<file path="src/rtl/seven_seg_pkg.sv">
// Shared constants for the seven-segment scan controller.
// Contents:
//   DefaultDigits - default number of scanned digits
//   SegBlank      - active-low "all segments off" pattern
//   HexSegTable   - hex digit to {g,f,e,d,c,b,a} active-low segment patterns
//   phase_e       - phase of the current digit slot (blank or show)
package seven_seg_pkg;

    localparam int unsigned DefaultDigits = 4;

    localparam logic [6:0] SegBlank = 7'h7F;

    localparam logic [6:0] HexSegTable [16] = '{
        7'h40, 7'h79, 7'h24, 7'h30,
        7'h19, 7'h12, 7'h02, 7'h78,
        7'h00, 7'h10, 7'h08, 7'h03,
        7'h46, 7'h21, 7'h06, 7'h0E
    };

    typedef enum logic {
        PhBlank,
        PhShow
    } phase_e;

endpackage

</file>
<file path="src/rtl/hex_to_seg.sv">
// Combinational hex digit to seven-segment decoder.
// Ports:
//   hex - 4-bit hex digit
//   seg - segment drives {g,f,e,d,c,b,a}, active-low
module hex_to_seg
    import seven_seg_pkg::*;
(
    input  logic [3:0] hex,
    output logic [6:0] seg
);

    always_comb begin
        seg = HexSegTable[hex];
    end

endmodule

</file>
<file path="src/rtl/seven_seg_scan_ctrl.sv">
// Time-multiplexing scan controller for a multi-digit seven-segment display.
// Holds a staging buffer written by the application and a shadow buffer that
// is displayed; staging is copied to shadow only at the frame boundary so a
// frame never mixes old and new digits. Each digit slot starts with a short
// all-anodes-off window to suppress ghosting.
// Ports:
//   cin     - clock
//   rst     - synchronous active-high reset
//   load    - stage value/dp/en_mask
//   value   - hex digits, digit i at value[4i+3:4i], digit 0 rightmost
//   dp      - decimal-point request per digit, active-high
//   en_mask - digit enable, active-high
//   ack     - one-cycle pulse when staged data is committed to display
//   frame   - one-cycle pulse at the start of every frame
//   an      - anode drives, active-low
//   seg     - segment drives {g,f,e,d,c,b,a}, active-low
//   dp_n    - decimal-point drive, active-low
module seven_seg_scan_ctrl
    import seven_seg_pkg::*;
#(
    parameter int unsigned DIGITS    = DefaultDigits,
    parameter int unsigned TICK_DIV  = 1000,
    parameter int unsigned BLANK_CYC = 16
) (
    input  logic                  cin,
    input  logic                  rst,
    input  logic                  load,
    input  logic [4*DIGITS-1:0]   value,
    input  logic [DIGITS-1:0]     dp,
    input  logic [DIGITS-1:0]     en_mask,
    output logic                  ack,
    output logic                  frame,
    output logic [DIGITS-1:0]     an,
    output logic [6:0]            seg,
    output logic                  dp_n
);

    localparam int unsigned CntW  = $clog2(TICK_DIV);
    localparam int unsigned SlotW = (DIGITS > 1) ? $clog2(DIGITS) : 1;

    localparam logic [CntW-1:0]  CntMax  = CntW'(TICK_DIV - 1);
    localparam logic [SlotW-1:0] SlotMax = SlotW'(DIGITS - 1);

    // Sequencer state
    logic [CntW-1:0]  cnt_q, cnt_d;
    logic [SlotW-1:0] slot_q, slot_d;
    logic             boundary;
    logic             commit;

    // Staging and shadow buffers
    logic [4*DIGITS-1:0] stg_val_q, stg_val_d;
    logic [DIGITS-1:0]   stg_dp_q, stg_dp_d;
    logic [DIGITS-1:0]   stg_en_q, stg_en_d;
    logic                pending_q, pending_d;
    logic [4*DIGITS-1:0] shd_val_q, shd_val_d;
    logic [DIGITS-1:0]   shd_dp_q, shd_dp_d;
    logic [DIGITS-1:0]   shd_en_q, shd_en_d;

    // Output registers
    logic [DIGITS-1:0] an_q, an_d;
    logic [6:0]        seg_q, seg_d;
    logic              dp_n_q, dp_n_d;
    logic              ack_q, ack_d;
    logic              frame_q, frame_d;

    // Output decode inputs
    phase_e            phase_d;
    logic [3:0]        digit_sel;
    logic              en_sel;
    logic              dp_sel;
    logic [6:0]        seg_dec;
    logic [DIGITS-1:0] an_onehot;

    // Prescaler and slot counter
    always_comb begin
        boundary = (slot_q == SlotMax) && (cnt_q == CntMax);
        commit   = boundary && pending_q;
        cnt_d    = cnt_q + CntW'(1);
        slot_d   = slot_q;
        if (cnt_q == CntMax) begin
            cnt_d = '0;
            if (slot_q == SlotMax) begin
                slot_d = '0;
            end else begin
                slot_d = slot_q + SlotW'(1);
            end
        end
    end

    // Staging/shadow update. A load in the boundary cycle still lets the
    // previously staged data commit; the new data stays pending.
    always_comb begin
        stg_val_d = stg_val_q;
        stg_dp_d  = stg_dp_q;
        stg_en_d  = stg_en_q;
        pending_d = pending_q;
        shd_val_d = shd_val_q;
        shd_dp_d  = shd_dp_q;
        shd_en_d  = shd_en_q;
        if (commit) begin
            shd_val_d = stg_val_q;
            shd_dp_d  = stg_dp_q;
            shd_en_d  = stg_en_q;
            pending_d = 1'b0;
        end
        if (load) begin
            stg_val_d = value;
            stg_dp_d  = dp;
            stg_en_d  = en_mask;
            pending_d = 1'b1;
        end
    end

    // Outputs are decoded from next-state so the registered drives line up
    // with the counter/shadow state of the cycle in which they are visible.
    always_comb begin
        phase_d   = (32'(cnt_d) < BLANK_CYC) ? PhBlank : PhShow;
        digit_sel = shd_val_d[4*slot_d +: 4];
        en_sel    = shd_en_d[slot_d];
        dp_sel    = shd_dp_d[slot_d];
        an_onehot = DIGITS'(1) << slot_d;
    end

    hex_to_seg u_hex_to_seg (
        .hex (digit_sel),
        .seg (seg_dec)
    );

    always_comb begin
        an_d    = '1;
        seg_d   = SegBlank;
        dp_n_d  = 1'b1;
        ack_d   = commit;
        frame_d = boundary;
        if ((phase_d == PhShow) && en_sel) begin
            an_d   = ~an_onehot;
            seg_d  = seg_dec;
            dp_n_d = ~dp_sel;
        end
    end

    always_ff @(posedge cin) begin
        if (rst) begin
            cnt_q     <= '0;
            slot_q    <= '0;
            stg_val_q <= '0;
            stg_dp_q  <= '0;
            stg_en_q  <= '0;
            pending_q <= 1'b0;
            shd_val_q <= '0;
            shd_dp_q  <= '0;
            shd_en_q  <= '0;
            an_q      <= '1;
            seg_q     <= SegBlank;
            dp_n_q    <= 1'b1;
            ack_q     <= 1'b0;
            frame_q   <= 1'b0;
        end else begin
            cnt_q     <= cnt_d;
            slot_q    <= slot_d;
            stg_val_q <= stg_val_d;
            stg_dp_q  <= stg_dp_d;
            stg_en_q  <= stg_en_d;
            pending_q <= pending_d;
            shd_val_q <= shd_val_d;
            shd_dp_q  <= shd_dp_d;
            shd_en_q  <= shd_en_d;
            an_q      <= an_d;
            seg_q     <= seg_d;
            dp_n_q    <= dp_n_d;
            ack_q     <= ack_d;
            frame_q   <= frame_d;
        end
    end

    assign an    = an_q;
    assign seg   = seg_q;
    assign dp_n  = dp_n_q;
    assign ack   = ack_q;
    assign frame = frame_q;

endmodule

</file>
<file path="config.mk">
export PLATFORM = sky130hd
export DESIGN_NAME = seven_seg_scan_ctrl
export DESIGN_NICKNAME = d
export VERILOG_FILES = /design/src/rtl/seven_seg_pkg.sv /design/src/rtl/hex_to_seg.sv /design/src/rtl/seven_seg_scan_ctrl.sv
export SDC_FILE = /design/constraint.sdc
export NUM_CORES = 1
export LEC_CHECK = 0
export ABC_AREA = 1
export CORE_AREA = 4 4 88 90
export CTS_CLUSTER_SIZE = 8
export DETAILED_ROUTE_END_ITERATION = 7
export DIE_AREA = 0 0 92 94
export PLACE_DENSITY = 0.74
export SYNTH_ARGS = -nofsm -noshare
export SYNTH_HDL_FRONTEND = slang
export SYNTH_SLANG_ARGS = --single-unit
</file>
<file path="constraint.sdc">
create_clock -name cin -period 2.1 [get_ports cin]
set_input_delay 0.42 -clock cin [delete_from_list [all_inputs] [get_ports cin]]
set_output_delay 0.42 -clock cin [all_outputs]
set_load 0.01 [all_outputs]
</file>
**Word level (Yosys, flattened, before mapping)**

Memory sizes are Yosys's and may differ from the RTL's. A register that Yosys moved wholly into a read port is not among the register bits.
Cells that the tools add are included.

- $add $sub $neg: 2
- Magnitude comparators: 2
- Equality and inequality tests: 2
- Shift-type cells: 2
- Multiplexer cells: 13
- Bitwise operators: 4
- Reduce and logical (&&, ||, !) cells: 5

Operators with widths:

| cell | number |
|---|---|
| $mux 16 | 1 |
| $shiftx 16x5->4 | 1 |
| $add 10x1->10 const B | 1 |
| $eq 10x10->1 const B | 1 |
| $lt 10x5->1 const B | 1 |
| $mux 10 | 1 |
| $mux 4 | 2 |
| $mux 1 | 5 |
| $not 4->5 | 1 |
| $bmux 1 s2 | 2 |
| $mux 2 | 2 |
| $not 4->4 | 1 |
| $shl 1x2->4 const A | 1 |
| $logic_and 1x1->1 | 3 |
| $lt 2x3->1 const B | 1 |
| $add 2x1->2 const B | 1 |
| $eq 2x2->1 const B | 1 |
| $not 1->1 | 2 |
| $reduce_bool 2->1 | 1 |
| $reduce_or 2->1 | 1 |

- Flip-flop bits (word level): 68
- Bits in read-only memories: 112
- Bits of input ports: 27
- Output and inout bits: 14
- Word-level logic and storage cells: 44
- Memories: 1

Memory list:

| memory | depth | bits a word | rd ports | clocked after memory_dff | wr ports | line | source |
|---|---|---|---|---|---|---|---|
| (no name shown) | 16 | 7 | 1 | 1 | 0 | hex_to_seg.sv:13 | `seg = HexSegTable[hex];` |

**Longest topological paths before layout**

Gate-level depths: netlist of the first run.

- Depth in word-level cells: 9
- Depth in mapped cells: 18
- Gate-level depth less buffers: 17

**By module**

Synthesis of the first run repeated with hierarchy kept, for this count alone.

- Cells, all modules: 466
- Area, all modules: 3393.3 um^2

Modules (own cells, without submodules):

| module | instances | cells an instance | area each (um^2) | seq. area each (um^2) |
|---|---|---|---|---|
| seven_seg_scan_ctrl | 1 | 417 | 3119.2 | 1501.4 |
| hex_to_seg | 1 | 49 | 274.0 | 0.0 |

**Worst setup path before layout of the first run**

Ideal clock, no wire load.

- Kind: register to register
- From: reg slot_q[0]
- To: reg seg_q[3], in the netlist seg[3]
- Library setup time: 123 ps
- Data arrival time: 1980 ps
- Required time: 1977 ps
- Setup slack: -3 ps
- Cell stages (with the launch flop): 16
- Buffers on the path: 0
- Period minus slack after synthesis: 2103 ps
- Cell sequence: dfxtp_1 ha_1 or2_2 nand4_1 nand2_4 nand2_1 inv_2 nand2_1 nand2_1 nor2_4 inv_1 ha_1 nand2_2 nand2_1 nand2_1 nand3_1

- Longest elaborated chain between the ends: 9
- Elaborated cells on any way between the ends: 15
- Classes of those cells: add/sub (1); eq/ne (1); shift (1); mux (6); bitwise (2); reduce/logical (4)

RTL lines:

| item | line | source |
|---|---|---|
| from (decl) | seven_seg_scan_ctrl.sv:46 | `logic [SlotW-1:0] slot_q, slot_d;` |
| from (signal assigned) | seven_seg_scan_ctrl.sv:160 | `slot_q <= slot_d;` |
| parallel branches: the longest is 9 deep, another holds $add 2x1->2 | - |  |
| to (decl) | seven_seg_scan_ctrl.sv:61 | `logic [6:0] seg_q, seg_d;` |

Parallel ways; which one is timed is not known. The select of a mux whose other input is x is not followed.
A chain may end at the register's enable or synchronous reset.

**Worst setup path in the final report of the first run**

- From: reg cnt_q[1]
- To: reg seg_q[3], in the netlist seg[3]

- Longest elaborated chain between the ends: 9
- Elaborated cells on any way between the ends: 17
- Classes of those cells: add/sub (1); order compare (1); eq/ne (1); shift (1); mux (7); bitwise (2); reduce/logical (4)

RTL lines:

| item | line | source |
|---|---|---|
| from (decl) | seven_seg_scan_ctrl.sv:45 | `logic [CntW-1:0] cnt_q, cnt_d;` |
| from (signal assigned) | seven_seg_scan_ctrl.sv:159 | `cnt_q <= cnt_d;` |
| parallel branches: the longest is 9 deep, another holds $add 10x1->10 | - |  |

Parallel ways; which one is timed is not known. The select of a mux whose other input is x is not followed.

==> impl_metrics.toml, run 1 <==
[final_layout]
n_antenna_cell = 0
fill_cells = 607
drive_gt1_share_pct = 25.7
area_growth_pct = 36.8
finalNetCount = 590
fin_util_pct = 65.6
stdcell_area_sq_mm = 0.00463

[clock_tree]
cts_tree = "built"
cts_buffer_depth = 2
clock-sinks = 75
cts_root_buf = "clkbuf_8"
holdBufCountCts = 0
cts_made_buffers = 9
cts_htree_levels = 3
path_clk_slew_ps = 90
clkLatencyLatePin_ps = 360

[detailed_routing]
route.met3.wl_um = 464
postRouteAntennaNets = 0
met2WireLength_um = 3810
top_layer = "met4"
drt_first_pass_iters = 4
vias = 3166
drt-total-wl_um = 7900
wl_per_cell_um = 12.0
avgViaCountPerCell = 4.80
drtIter0Drc = 98
drc = 0
wl_met1_um = 3490

[sta]
setup_viol = 5
report.final.slew_viol_count = 0
max_freq_mhz = 469
clock-skew-final_ps = 10.6
finalCritPeriodShare_pct = 102
rsz0062_at_grt = "yes"
finalHoldViolations = 0
finalCriticalPeriod_ps = 2130
fin_setup_tns_ps = -72.3
fin_ws_ps = -32.6
tightest_slew_ps = 362
relSlewSlack_pct = 75.9

[logic_synthesis]
syn_area_per_cell_sq_um = 7.36
yosysWarnings = 0
ys_seq_area_share_pct = 44.4
synthDistinctLibCells = 29
synthTopCellsByArea = "dfxtp_1, nand2_1, nor2_1"
synthCells = 460
ys_ff_latch = 75
synth-edff-count = 0
synth_nets = 495
syn_area_sq_mm = 0.00338
synthFlopType = "dfxtp_1"
yosysTopAreaCell = "dfxtp_1"
synthDominantCellAreaShare_pct = 44.4
async_flop_share_pct = 0

[grt]
grt-ovfl-total = 0
grt_use_total_pct = 18.5
first_global_vias = 2942
grt_max_degree = 35
grt_first_pass_wirelength_um = 12900
antenna_found_initial = 0

[power]
leakage_uw = 0.00209
p_total_uw = 2860
vdd_drop_max_v = 0.000520
power.density_mw_per_mm2 = 618

[setup_path]
path_buf_inv = 1
cpMostUsedCell = "nand2_1"
path_delay_family = "simple AND/OR/NAND/NOR gates"
path_cells = "ha_4, nand2_4, nor2_4, nand4_1, nand2_4, nor2_4, nand2_1, nand2_2, nor2_4, inv_4, ha_2, nand2_1, nand2_1, nand2_1, nand3_1"
critPathMaxFanout = 6
path_class = "register to register"
critPathMaxStageDelay_ps = 360
crit_required_ps = 2350
cp.arrival_ps = 2390
endpoint_kind = "register"
slowest_stage = "dfxtp_2"
start_kind = "register"

[die]
die_w_um = 92
die_h_um = 94
initial_core_util_pct = 47.9
rows = 31
dieArea_sq_mm = 0.00865
boundaryPins = 41
core-area_sq_mm = 0.00706

[place]
placed_cell_area_sq_mm = 0.00417
dp_slack_ps = -183
gp_congestion = 0.922
numPortBuffers = 40
hpwl_um = 5450

[run_status]
violations = "setup timing"
status = "finished, violations left"

[run]
maxCapViolCount = 0

[worst_hold_path]
hold_path.class = "register to register"
area by class of cell:
type | count | area (sq um) | share of cell area (%)
clock inverter | 6 | 88.8 | 1.92
sequential | 75 | 1510 | 32.6
multi-input combinational | 318 | 1720 | 37.2
tap | 99 | 124 | 2.68
inverter | 52 | 204 | 4.41
timing repair buffer | 99 | 856 | 18.5
clock buffer | 10 | 128 | 2.76
cell usage after synthesis (2+ instances only):
| cell | number |
|---|---|
| a21oi_1 | 25 |
| buf_6 | 3 |
| clkbuf_1 | 12 |
| dfxtp_1 | 75 |
| ha_1 | 8 |
| inv_1 | 42 |
| inv_2 | 8 |
| nand2_1 | 107 |
| nand2_2 | 16 |
| nand3_1 | 23 |
| nand4_1 | 14 |
| nor2_1 | 63 |
| nor2_2 | 2 |
| nor2_4 | 7 |
| nor2_8 | 2 |
| nor3_1 | 3 |
| o21ai_0 | 30 |
| o21ai_1 | 8 |
| o21ai_2 | 2 |
per-stage QoR:
step | hold slack [ps] | cells
6_report | 460 | 659
3_5_place_dp | 452 | 628
3_3_place_gp | 449 | 628
2_1_floorplan | 419 | 460
4_1_cts | 463 | 652
5_1_grt | 471 | 659
sequential cells by signal (all words and copies together), names as in the netlist:
| register | count |
|---|---|
| ack | 1 |
| seg | 7 |
| pending_q | 1 |
| stg_val_q | 16 |
| dp_n | 1 |
| shd_en_q | 4 |
| stg_en_q | 4 |
| slot_q | 2 |
| frame | 1 |
| shd_val_q | 16 |
| cnt_q | 10 |
| stg_dp_q | 4 |
| shd_dp_q | 4 |
| an | 4 |
worst min-delay path: stages, from the launching register on:
cell	delay, ps
dfxtp_1	300
inv_1	60
a21oi_1	60
where the power goes:
part           switching, uW  internal [uW]
clock                    551            671
combinational           76.2           80.1
sequential              20.0           1460
total                    648           2210
logic make-up (layout without fill, tap and decap cells):
group | Yosys count | count (layout) | share of synthesized area [%]
AOI/OAI and AO/OA | 67 | 67 | 10.3
and+or+nand+nor | 242 | 243 | 34.0
buffers and inverters | 68 | 167 | 8.35
DFF | 75 | 75 | 44.4
adders and majority gates | 8 | 8 | 2.96
timing repair:
item                                    CTS  global route
resized for setup                        18            19
endpoints found under the hold margin     0             0
pin swaps                                 8             9
endpoints found under the setup margin   12            12
gates cloned                              0             1
setup buffers                             8             6
placed cells by master (no fill, tap or decap), types with 14 or more instances in the layout:
cell / count
a21oi_1: 25
buf_4: 58
clkdlybuf4s50_1: 40
dfxtp_1: 70
inv_1: 40
nand2_1: 96
nand2_2: 22
nand3_1: 22
nand4_1: 14
nor2_1: 62
o21ai_0: 29
path summary, 6_finish.rpt:
path                from           to  slack (ps)  depth (start not counted)
max             cnt_q[1]       seg[3]         -30                         15
min          stg_dp_q[3]  stg_dp_q[3]         460                          2
max reg2reg     cnt_q[1]       seg[3]         -30                         15
min reg2reg  stg_dp_q[3]  stg_dp_q[3]         460                          2
metal layers:
layer,track usage (%),vias to the layer above
met3,5.05,12
met5,0,-
met4,6.31,0
met2,31.8,75
met1,22.5,1429
li1,-,1650
No activity file was read; power rests on OpenSTA's default activity.
==> run 2, diff against run 1 <==
Settings changed: REMOVE_ABC_BUFFERS set to 1.
==> run 2 against run 1 <==
Net effect: the run still ends with setup timing left; routed wire length rose by 7.4%; first-iteration DRC count rose by 150%; clock-buffer cell count rose by 1; global-route usage rose by 0.94 points; clock skew fell by 1.5 ps; final area rose by 2.5%; hold slack got worse by 2.8 ps; sequential share of layout area fell by 0.79 points; flip-flop and latch count did not move; critical endpoint is now seg[0].
==> impl_metrics.toml, run 2 (same netlist as run 1, synthesis figures left out) <==
[run]
maxCapViolCount = 0

[sta]
fin_ws_ps = -124
report.final.slew_viol_count = 0
rsz0062_at_grt = "yes"
fin_setup_tns_ps = -647
finalCriticalPeriod_ps = 2220
relSlewSlack_pct = 74.3
max_freq_mhz = 450
setup_viol = 8
clock-skew-final_ps = 9.11
tightest_slew_ps = 386
finalHoldViolations = 0
finalCritPeriodShare_pct = 106

[run_status]
violations = "setup timing"
status = "finished, violations left"

[die]
initial_core_util_pct = 47.9
core-area_sq_mm = 0.00706
die_h_um = 94
rows = 31
die_w_um = 92
boundaryPins = 41
dieArea_sq_mm = 0.00865

[clock_tree]
holdBufCountCts = 0
cts_buffer_depth = 2
cts_made_buffers = 9
cts_htree_levels = 3
cts_root_buf = "clkbuf_8"
path_clk_slew_ps = 80
clock-sinks = 75
cts_tree = "built"
clkLatencyLatePin_ps = 350

[place]
dp_slack_ps = -241
numPortBuffers = 40
hpwl_um = 5330
gp_congestion = 0.851
dpl.cell_count = 621

[setup_path]
path_depth = 14
endpoint_kind = "register"
crit_start = "slot_q[0]"
crit_end = "seg[0]"
crit_required_ps = 2360
rr_startpoint = "slot_q[0]"
r2r_slack_ps = -120
slowest_stage = "dfxtp_1"
cp.arrival_ps = 2480
path_class = "register to register"
path_cells = "ha_2, or2_2, nand4_1, nand2_4, nand2_1, inv_2, buf_4, nand2_1, nand2_1, nor2_4, nand2_4, buf_4, a21oi_4, nand2_1"
cpMostUsedCell = "nand2_1"
start_kind = "register"
r2r.worst_path.cells = 14
path_buf_inv = 3
r2r-end = "seg[0]"
critPathMaxFanout = 5
path_delay_family = "simple AND/OR/NAND/NOR gates"
critPathMaxStageDelay_ps = 340

[detailed_routing]
drt-total-wl_um = 8490
drc = 0
drtIter0Drc = 242
postRouteAntennaNets = 0
drt_first_pass_iters = 4
wl_per_cell_um = 12.8
avgViaCountPerCell = 4.92
vias = 3252

[power]
pwr-share-seq_pct = 56.4
pwr-share-clk_pct = 37.7
intPower_uw = 1990
leakage_uw = 0.00214
power_frac_comb_pct = 5.9
power.density_mw_per_mm2 = 553
p_switching_uw = 630
sw_frac_of_total_pct = 24.0
vdd_drop_max_v = 0.000468

[final_layout]
mostFrequentLayoutCell = "nand2_1"
top_regs = "shd_val_q (16), stg_val_q (16), cnt_q (10)"
n_antenna_cell = 0
fill_cells = 551
fin_util_pct = 67.2
finalNonFillerCells = 661
layout_common_cells = "nand2_1, dfxtp_1, nor2_1"
drive_gt1_share_pct = 28.3
finalNetCount = 592
area_growth_pct = 40.2

[grt]
first_global_vias = 3101
grt_first_pass_wirelength_um = 13500
grt_use_total_pct = 19.5
grt_max_degree = 36
antenna_found_initial = 0
grt-ovfl-total = 0

[worst_hold_path]
hold_path.class = "register to register"
[run 2: cell types whose count changed in the layout (fill, tap and decap cells not counted), moves of 2 or more]
| cell | before | now |
|---|---|---|
| nand2_1 | 96 | 91 |
| buf_4 | 58 | 54 |
| buf_6 | 0 | 3 |
| clkinv_4 | 0 | 3 |
| nand2_2 | 22 | 25 |
| bufinv_16 | 2 | 0 |
| clkinv_2 | 2 | 4 |
| clkinvlp_4 | 2 | 0 |
| ha_4 | 3 | 5 |
| nand3_1 | 22 | 20 |
| o21ai_1 | 9 | 7 |
| o21ai_2 | 2 | 4 |
[run 2: layout make-up]
type | instances | area [sq um] | share of cell area [%]
clock buffer | 11 | 141 | 2.98
clock inverter | 5 | 28.8 | 0.607
inverter | 52 | 210 | 4.43
multi-input combinational | 318 | 1820 | 38.4
sequential | 75 | 1510 | 31.8
tap | 99 | 124 | 2.61
timing repair buffer | 100 | 905 | 19.1
timing repair inverter | 1 | 6.26 | 0.132
[run 2: repair_timing]
item                                    CTS  global route
buffers inserted                         17             4
cloned                                    2             1
pin swaps                                19            13
endpoints found under the setup margin   12            13
resized for setup                        34            35
[run 2: worst register-to-register path, cell delays in order (launching register included)]
cell and delay, ps:
dfxtp_1 340, ha_2 200, or2_2 280, nand4_1 160, nand2_4 110, nand2_1 100
inv_2 60, buf_4 160, nand2_1 70, nand2_1 70, nor2_4 170, nand2_4 110
buf_4 160, a21oi_4 110, nand2_1 60
[run 2: per-stage QoR]
stage               hold WS [ps]  instance area, sq um  total power (uW)
floorplan                    418                  3300              1570
global placement             447                  4120              1650
detailed placement           449                  4120              1660
CTS                          460                  4570              2630
global route                 483                  4740              2730
finish                       457                  4740              2620
[run 2: power by group through the flow]
stage               sequential [uW]  clock, uW  combinational [uW]
CTS                            1480        994                 154
global route                   1480       1070                 172
floorplan                      1510          0                57.8
finish                         1480        988                 155
global placement               1510          0                 145
detailed placement             1510          0                 149
[run 2: worst min-delay path by stage]
stage,startpoint,endpoint,slack [ps],cells after the start
final,stg_dp_q[0],stg_dp_q[0],460,2
after global placement,stg_dp_q[2],stg_dp_q[2],450,2
after floorplan,cnt_q[0],cnt_q[0],420,1
after CTS,stg_dp_q[2],stg_dp_q[2],460,2
after detailed placement,stg_dp_q[2],stg_dp_q[2],450,2
after global routing,shd_val_q[5],shd_val_q[5],480,2
[run 2: layer usage]
layer / GRT usage (%) / up-vias / share of wire, %
li1: - / 1654 / -
met1: 22.7 / 1492 / 43
met2: 33.8 / 80 / 50
met3: 3.93 / 26 / 4.0
met4: 10.3 / 0 / 3.0
met5: 0 / - / 0
==> run 3, diff against run 2 <==
Settings changed: ABC_CLOCK_PERIOD_IN_PS set to 2100.
==> results of run 3 <==
No change in the layout: final DEF, timing and power equal those of run 2.
